--- config.mk ---
export PLATFORM = sky130hd
export DESIGN_NAME = serializer_stream
export DESIGN_NICKNAME = d
export VERILOG_FILES = /design/src/rtl/serializer_stream.sv
export SDC_FILE = /design/constraint.sdc
export NUM_CORES = 1
export LEC_CHECK = 0
export ABC_AREA = 1
export CORE_ASPECT_RATIO = 1.25
export CORE_UTILIZATION = 56
export CTS_BUF_LIST = sky130_fd_sc_hd__clkbuf_4 sky130_fd_sc_hd__clkbuf_8
export DETAILED_ROUTE_END_ITERATION = 12
export PLACE_DENSITY = 0.81
export SYNTH_ARGS = -nofsm -noshare
export SYNTH_HDL_FRONTEND = slang
export SYNTH_SLANG_ARGS = --single-unit
--- constraint.sdc ---
create_clock -name in_clock -period 1.95 [get_ports in_clock]
set_input_delay 0.39 -clock in_clock [delete_from_list [all_inputs] [get_ports in_clock]]
set_output_delay 0.39 -clock in_clock [all_outputs]
set_load 0.005 [all_outputs]
--- src/rtl/serializer_stream.sv ---
// Streaming parallel-to-serial converter with a one-word holding buffer, so that
// back-to-back words leave the block with no idle bit between them.
module serializer_stream #(
   parameter int WIDTH      = 8,
   parameter bit LSB_FIRST  = 1'b0,
   parameter bit IDLE_LEVEL = 1'b0
) (
   input  logic             in_clock,
   input  logic             in_reset_n,
   input  logic             in_valid,
   input  logic [WIDTH-1:0] in_data,
   output logic             out_ready,
   input  logic             in_enable,
   output logic             out_bit,
   output logic             out_valid,
   output logic             out_last
);

   localparam int CW = (WIDTH > 2) ? $clog2(WIDTH) : 1;
   localparam logic [CW-1:0] CNT_TOP = CW'(WIDTH - 1);

   typedef enum logic {
      IDLE,
      SHIFT
   } phase_t;

   phase_t           phase, phase_nxt;
   logic [WIDTH-1:0] sh, sh_nxt;
   logic [CW-1:0]    cnt, cnt_nxt;
   logic [WIDTH-1:0] hold;
   logic             hold_full, hold_full_nxt;
   logic             hold_load;
   logic             accept;
   logic [WIDTH-1:0] sh_shifted;

   assign out_ready  = in_reset_n & ~hold_full;
   assign accept     = in_valid & out_ready;
   assign sh_shifted = LSB_FIRST ? {1'b0, sh[WIDTH-1:1]} : {sh[WIDTH-2:0], 1'b0};

   // NOTE: every signal driven here is given its hold value first, so no path
   // through the case/if tree can leave one unassigned and infer a latch.
   always_comb begin
      phase_nxt     = phase;
      sh_nxt        = sh;
      cnt_nxt       = cnt;
      hold_full_nxt = hold_full;
      hold_load     = 1'b0;
      unique case (phase)
         IDLE: begin
            if (accept) begin
               sh_nxt    = in_data;
               cnt_nxt   = CNT_TOP;
               phase_nxt = SHIFT;
            end
         end
         SHIFT: begin
            if (in_enable && cnt == '0) begin
               if (hold_full) begin
                  sh_nxt        = hold;
                  cnt_nxt       = CNT_TOP;
                  hold_full_nxt = 1'b0;
               end else if (accept) begin
                  // Word offered in the last-bit cycle goes straight to the shifter.
                  sh_nxt  = in_data;
                  cnt_nxt = CNT_TOP;
               end else begin
                  phase_nxt = IDLE;
               end
            end else begin
               if (in_enable) begin
                  sh_nxt  = sh_shifted;
                  cnt_nxt = cnt - CW'(1);
               end
               if (accept) begin
                  hold_load     = 1'b1;
                  hold_full_nxt = 1'b1;
               end
            end
         end
         default: phase_nxt = IDLE;
      endcase
   end

   // NOTE: state registers use non-blocking assignments so every flop samples
   // the values computed before this edge, independent of statement order.
   always_ff @(posedge in_clock) begin
      if (!in_reset_n) begin
         phase     <= IDLE;
         sh        <= '0;
         cnt       <= '0;
         hold_full <= 1'b0;
      end else begin
         phase     <= phase_nxt;
         sh        <= sh_nxt;
         cnt       <= cnt_nxt;
         hold_full <= hold_full_nxt;
      end
   end

   // NOTE: hold is pure data qualified by hold_full, so it carries no reset.
   always_ff @(posedge in_clock) begin
      if (hold_load) hold <= in_data;
   end

   always_comb begin
      out_bit   = IDLE_LEVEL;
      out_valid = 1'b0;
      out_last  = 1'b0;
      if (phase == SHIFT) begin
         out_bit   = LSB_FIRST ? sh[0] : sh[WIDTH-1];
         out_valid = 1'b1;
         out_last  = (cnt == '0);
      end
   end

endmodule

### Word-level counts from Yosys, hierarchy flattened

Index checks and enable logic that the tools add are counted.

| word-level totals | value |
|---|---|
| register bits | 21 |
| input port bits | 12 |
| logic and storage cells | 36 |
| output and inout port bits | 4 |

| cells by class | value |
|---|---|
| muxes and demuxes | 21 |
| eq/ne operators | 1 |
| add/sub/neg operators | 1 |
| bitwise gates (word level) | 4 |
| reductions and logical operators | 4 |

Operators by type and width:

| cell | number |
|---|---|
| 2-to-1 mux 8 bit | 4 |
| case mux 8 bit (2 select lines) | 1 |
| 2-to-1 mux 3 bit | 4 |
| 2-to-1 mux 1 bit | 10 |
| case mux 3 bit (2 select lines) | 1 |
| logical NOT 3 bit | 1 |
| inequality test 3 x 2 -> 1 bit (second input constant) | 1 |
| subtractor 3 x 1 -> 3 bit (second input constant) | 1 |
| bitwise AND 1 bit | 2 |
| inverter 1 bit | 2 |
| case mux 1 bit (2 select lines) | 1 |
| AND reduction 2 bit | 1 |
| nonzero test 2 bit | 1 |
| logical AND 1 bit | 1 |

### Longest topological paths before layout

| depth | value |
|---|---|
| depth in word-level cells | 7 |
| depth in mapped cells | 10 |
| depth with buffers taken out | 10 |

### Worst setup path after synthesis

Ideal clock, no wire load.

| timing path | value |
|---|---|
| path type | register to register |
| start point | reg cnt[0] |
| end point | reg hold[0] (enable) |
| slack | 359 ps |
| data required time | 1,576 ps |
| path buffers | 0 |
| stages on the path, launching flop included | 6 |
| arrival time | 1,218 ps |
| library setup time | 374 ps |
| clock period less this slack | 1,591 ps |
| path through | dfxtp_1 -> inv_1 -> ha_1 -> nand3_2 -> nand2_4 -> nor2_1 |

| on the way | value |
|---|---|
| cells in the longest elaborated chain, start to end | 4 |

Ends and longest elaborated chain:

| item | line | source |
|---|---|---|
| start, declared | 29 | `logic [CW-1:0] cnt, cnt_nxt;` |
| start signal, assigned | 95 | `cnt <= cnt_nxt;` |
| logical NOT 3 bit | 57 | `if (in_enable && cnt == '0) begin` |
| logical AND 1 bit | 57 |  |
| 2-to-1 mux 1 bit | 57 |  |
| 2-to-1 mux 1 bit | 48 | `unique case (phase)` |
| net hold_load | 32 | `logic hold_load;` |
| end signal, assigned | 102 | `if (hold_load) hold <= in_data;` |
| end, declared | 30 | `logic [WIDTH-1:0] hold;` |

The timed path passes the listed nets, and every way through them passes these cells.
A chain may end at the register's enable or synchronous reset.

### Final worst setup path

| timing path | value |
|---|---|
| start point | reg phase |
| end point | out out_bit |

| on the way | value |
|---|---|
| cells in the longest elaborated chain, start to end | 1 |

Ends and longest elaborated chain:

| item | line | source |
|---|---|---|
| start, declared | 27 | `phase_t phase, phase_nxt;` |
| start signal, assigned | 93 | `phase <= phase_nxt;` |
| 2-to-1 mux 1 bit | 109 | `if (phase == SHIFT) begin` |
| end, declared | 14 | `output logic out_bit,` |

No other way between the ends.

==> qor.yml <==
global_route:
  use_met3: 0.0403
  overflow: 0
  grt_usage: 0.223
  grt_use_met2: 0.396
  antenna_found_initial: 0
  grt_pass1_wl_mm: 3.82
  met1_usage: 0.263
  grt.busiest_layer: "met2"
  grt_max_degree: 13
  first_global_vias: 928
run:
  cap_violations: 0
cells_and_area:
  seq_area_um2: 502
  final_util: 0.725
  drive_gt1_frac: 0.151
  fillers: 154
  nets: 201
  diodes: 0
  final_common_cell: "nand2_1"
  multi_input_area_um2: 557
  syn_to_final_growth_pct: 20.8
  fin_cells: 206
  layout_common_cells: "nand2_1 (40), inv_1 (26), nor2_1 (25)"
  final_cell_area_um2: 1440
clock_tree:
  worstSkewPairLatency_ns: 0.32
  cts_made_buffers: 3
  ctsHoldBuffers: 0
  cts_root_buf: "clkbuf_4"
  tritoncts: "built"
  ctsHtreeMaxLevel: 1
  path_clk_slew_ns: 0.11
  clock-sinks: 21
  cts_buffer_depth: 2
setup_path:
  critPathRequiredTime_ns: 1.56
  worst-r2r-cell-count: 4
  r2r_start: "phase$_SDFF_PN0_"
  critPathArrivalTime_ns: 1.39
  start_kind: "register"
  crit_fanout: 4
  reg2reg_to: "hold[5]$_DFFE_PP_"
  end_kind: "output pin"
  crit_type: "reg2out"
  reg2reg_slack_ns: 0.52
routing:
  num_vias: 1063
  ant_nets: 0
  viasPerCell: 5.16
  drt_iter0_drc: 18
  postRouteWirelength_mm: 2.56
  drc: 0
  drt_first_pass_iters: 4
  wire_per_inst_um: 12.4
synthesis:
  syn_inst: 164
  yosysSeqAreaShare: 0.421
  syn_nets: 178
  ys_seq_elements: 21
  netlist_area_um2: 1190
  ys_types: 19
  yosysWarnings: 0
  avgSynthCellArea_um2: 7.26
run_status:
  outcome: "completed"
place:
  portBuffers: 15
  gp_congestion: 0.807
  dp_cells: 201
  dpl.hpwl_mm: 1.90
  placed_area_um2: 1380
floorplanning:
  rows: 18
  ioPinCount: 16
  start_util: 0.600
  core_area_um2: 1980
  die_h_um: 53.5
  dieArea_um2: 2310
  die_x_um: 43.2
sta:
  setup-tns-final_ns: 0
  slew-limit-headroom: 0.783
  max_freq_mhz: 561
  finalHoldViolations: 0
  worst-slew-pin-transition_ns: 0.326
  period_share: 0.915
  drv_slew: 0
  rsz0062_at_grt: "no"
  setup_viol_count_final: 0
  fin_crit_ns: 1.78
  fin_skew_ns: 0.00226
worst_hold_path:
  worstHoldPathCells: 2
  worstHoldEndpoint: "cnt[2]$_SDFFE_PN0P_"
  worstHoldStart: "cnt[2]$_SDFFE_PN0P_"
  hold_class: "reg2reg"
power_and_ir_drop:
  max-vdd-ir-drop_mv: 0.524
  power_uw: 982
  power.leakage_uw: 0.000751
  power_density_nw_per_um2: 683
[worst max path at each step]
stage / from / end / slack (ns)
after detailed placement: in_reset_n / out_ready / -0.004
after CTS: cnt[0]$_SDFFE_PN0P_ / out_last / 0.01
final: phase$_SDFF_PN0_ / out_bit / 0.17
after floorplan: cnt[0]$_SDFFE_PN0P_ / hold[0]$_DFFE_PP_ / 0.36
after global routing: hold_full$_SDFFE_PN0P_ / out_ready / 0.10
after global placement: in_reset_n / out_ready / 0.008
[report_power, final]
part | switching [uW] | internal [uW] | leakage [uW] | total, uW
clock | 137 | 94.2 | 0.0000184 | 231
sequential | 16.0 | 488 | 0.000180 | 504
combinational | 143 | 104 | 0.000553 | 248
[layout make-up]
cell class | count | area share
multi-input cells | 108 | 0.387
flip-flops and latches | 21 | 0.349
repair buffers | 21 | 0.137
inverters | 32 | 0.0888
clock buffers | 4 | 0.0209
well taps | 20 | 0.0174
[cell usage after synthesis]
library cell  count  area, um2
inv_2             2       7.51
nand3_1          24        120
o21ai_1           1       5.00
buf_2             1       5.00
o21ai_0           2       10.0
edfxtp_1          8        240
buf_6             2       22.5
ha_1              2       25.0
inv_4             2       12.5
nor2_2            1       6.26
nor2_1           25       93.8
dfxtp_1          13        260
nand2_2           1       6.26
nand3_4           2       35.0
nand2_1          40        150
nand2_4           4       45.0
nand3_2           2       20.0
inv_1            28        105
a21oi_1           4       20.0
[metrics by stage]
step / worst slack [ns] / hold WS (ns)
6_report: 0.166 / 0.499
5_1_grt: 0.102 / 0.518
4_1_cts: 0.00962 / 0.501
3_5_place_dp: -0.00391 / 0.479
3_3_place_gp: 0.00782 / 0.460
2_1_floorplan: 0.359 / 0.442
[metal layers]
metal | routed length [um] | vias to the layer above | part of all wire
met5 | 0 | - | 0
met1 | 1100 | 483 | 0.43
li1 | - | 551 | -
met3 | 119 | 5 | 0.047
met4 | 43 | 0 | 0.017
met2 | 1300 | 24 | 0.51
[critical path, cell delays in order, from the launching register on]
cell	delay, ns
dfxtp_1	0.46
nand2_1	0.08
inv_1	0.05
clkdlybuf4s50_1	0.48
[state kept, by name, summed over array words and instances, names as in the netlist]
signal,flops
cnt,3
hold,8
hold_full,1
sh,8
phase,1
[cells by family after synthesis]
kind of cell | count (synthesis) | synth area share
adder cells (fa/ha/maj) | 2 | 0.0210
AND/OR/NAND/NOR | 99 | 0.401
buffers and inverters | 35 | 0.128
flip-flops | 21 | 0.421
AO/OA/AOI/OAI | 7 | 0.0294
[repair_timing]
action,CTS,global route
pin swaps,1,1
setup endpoints to repair,2,1
setup buffers,0,1
resized for setup,5,4
No activity file was read; power rests on OpenSTA's default activity.
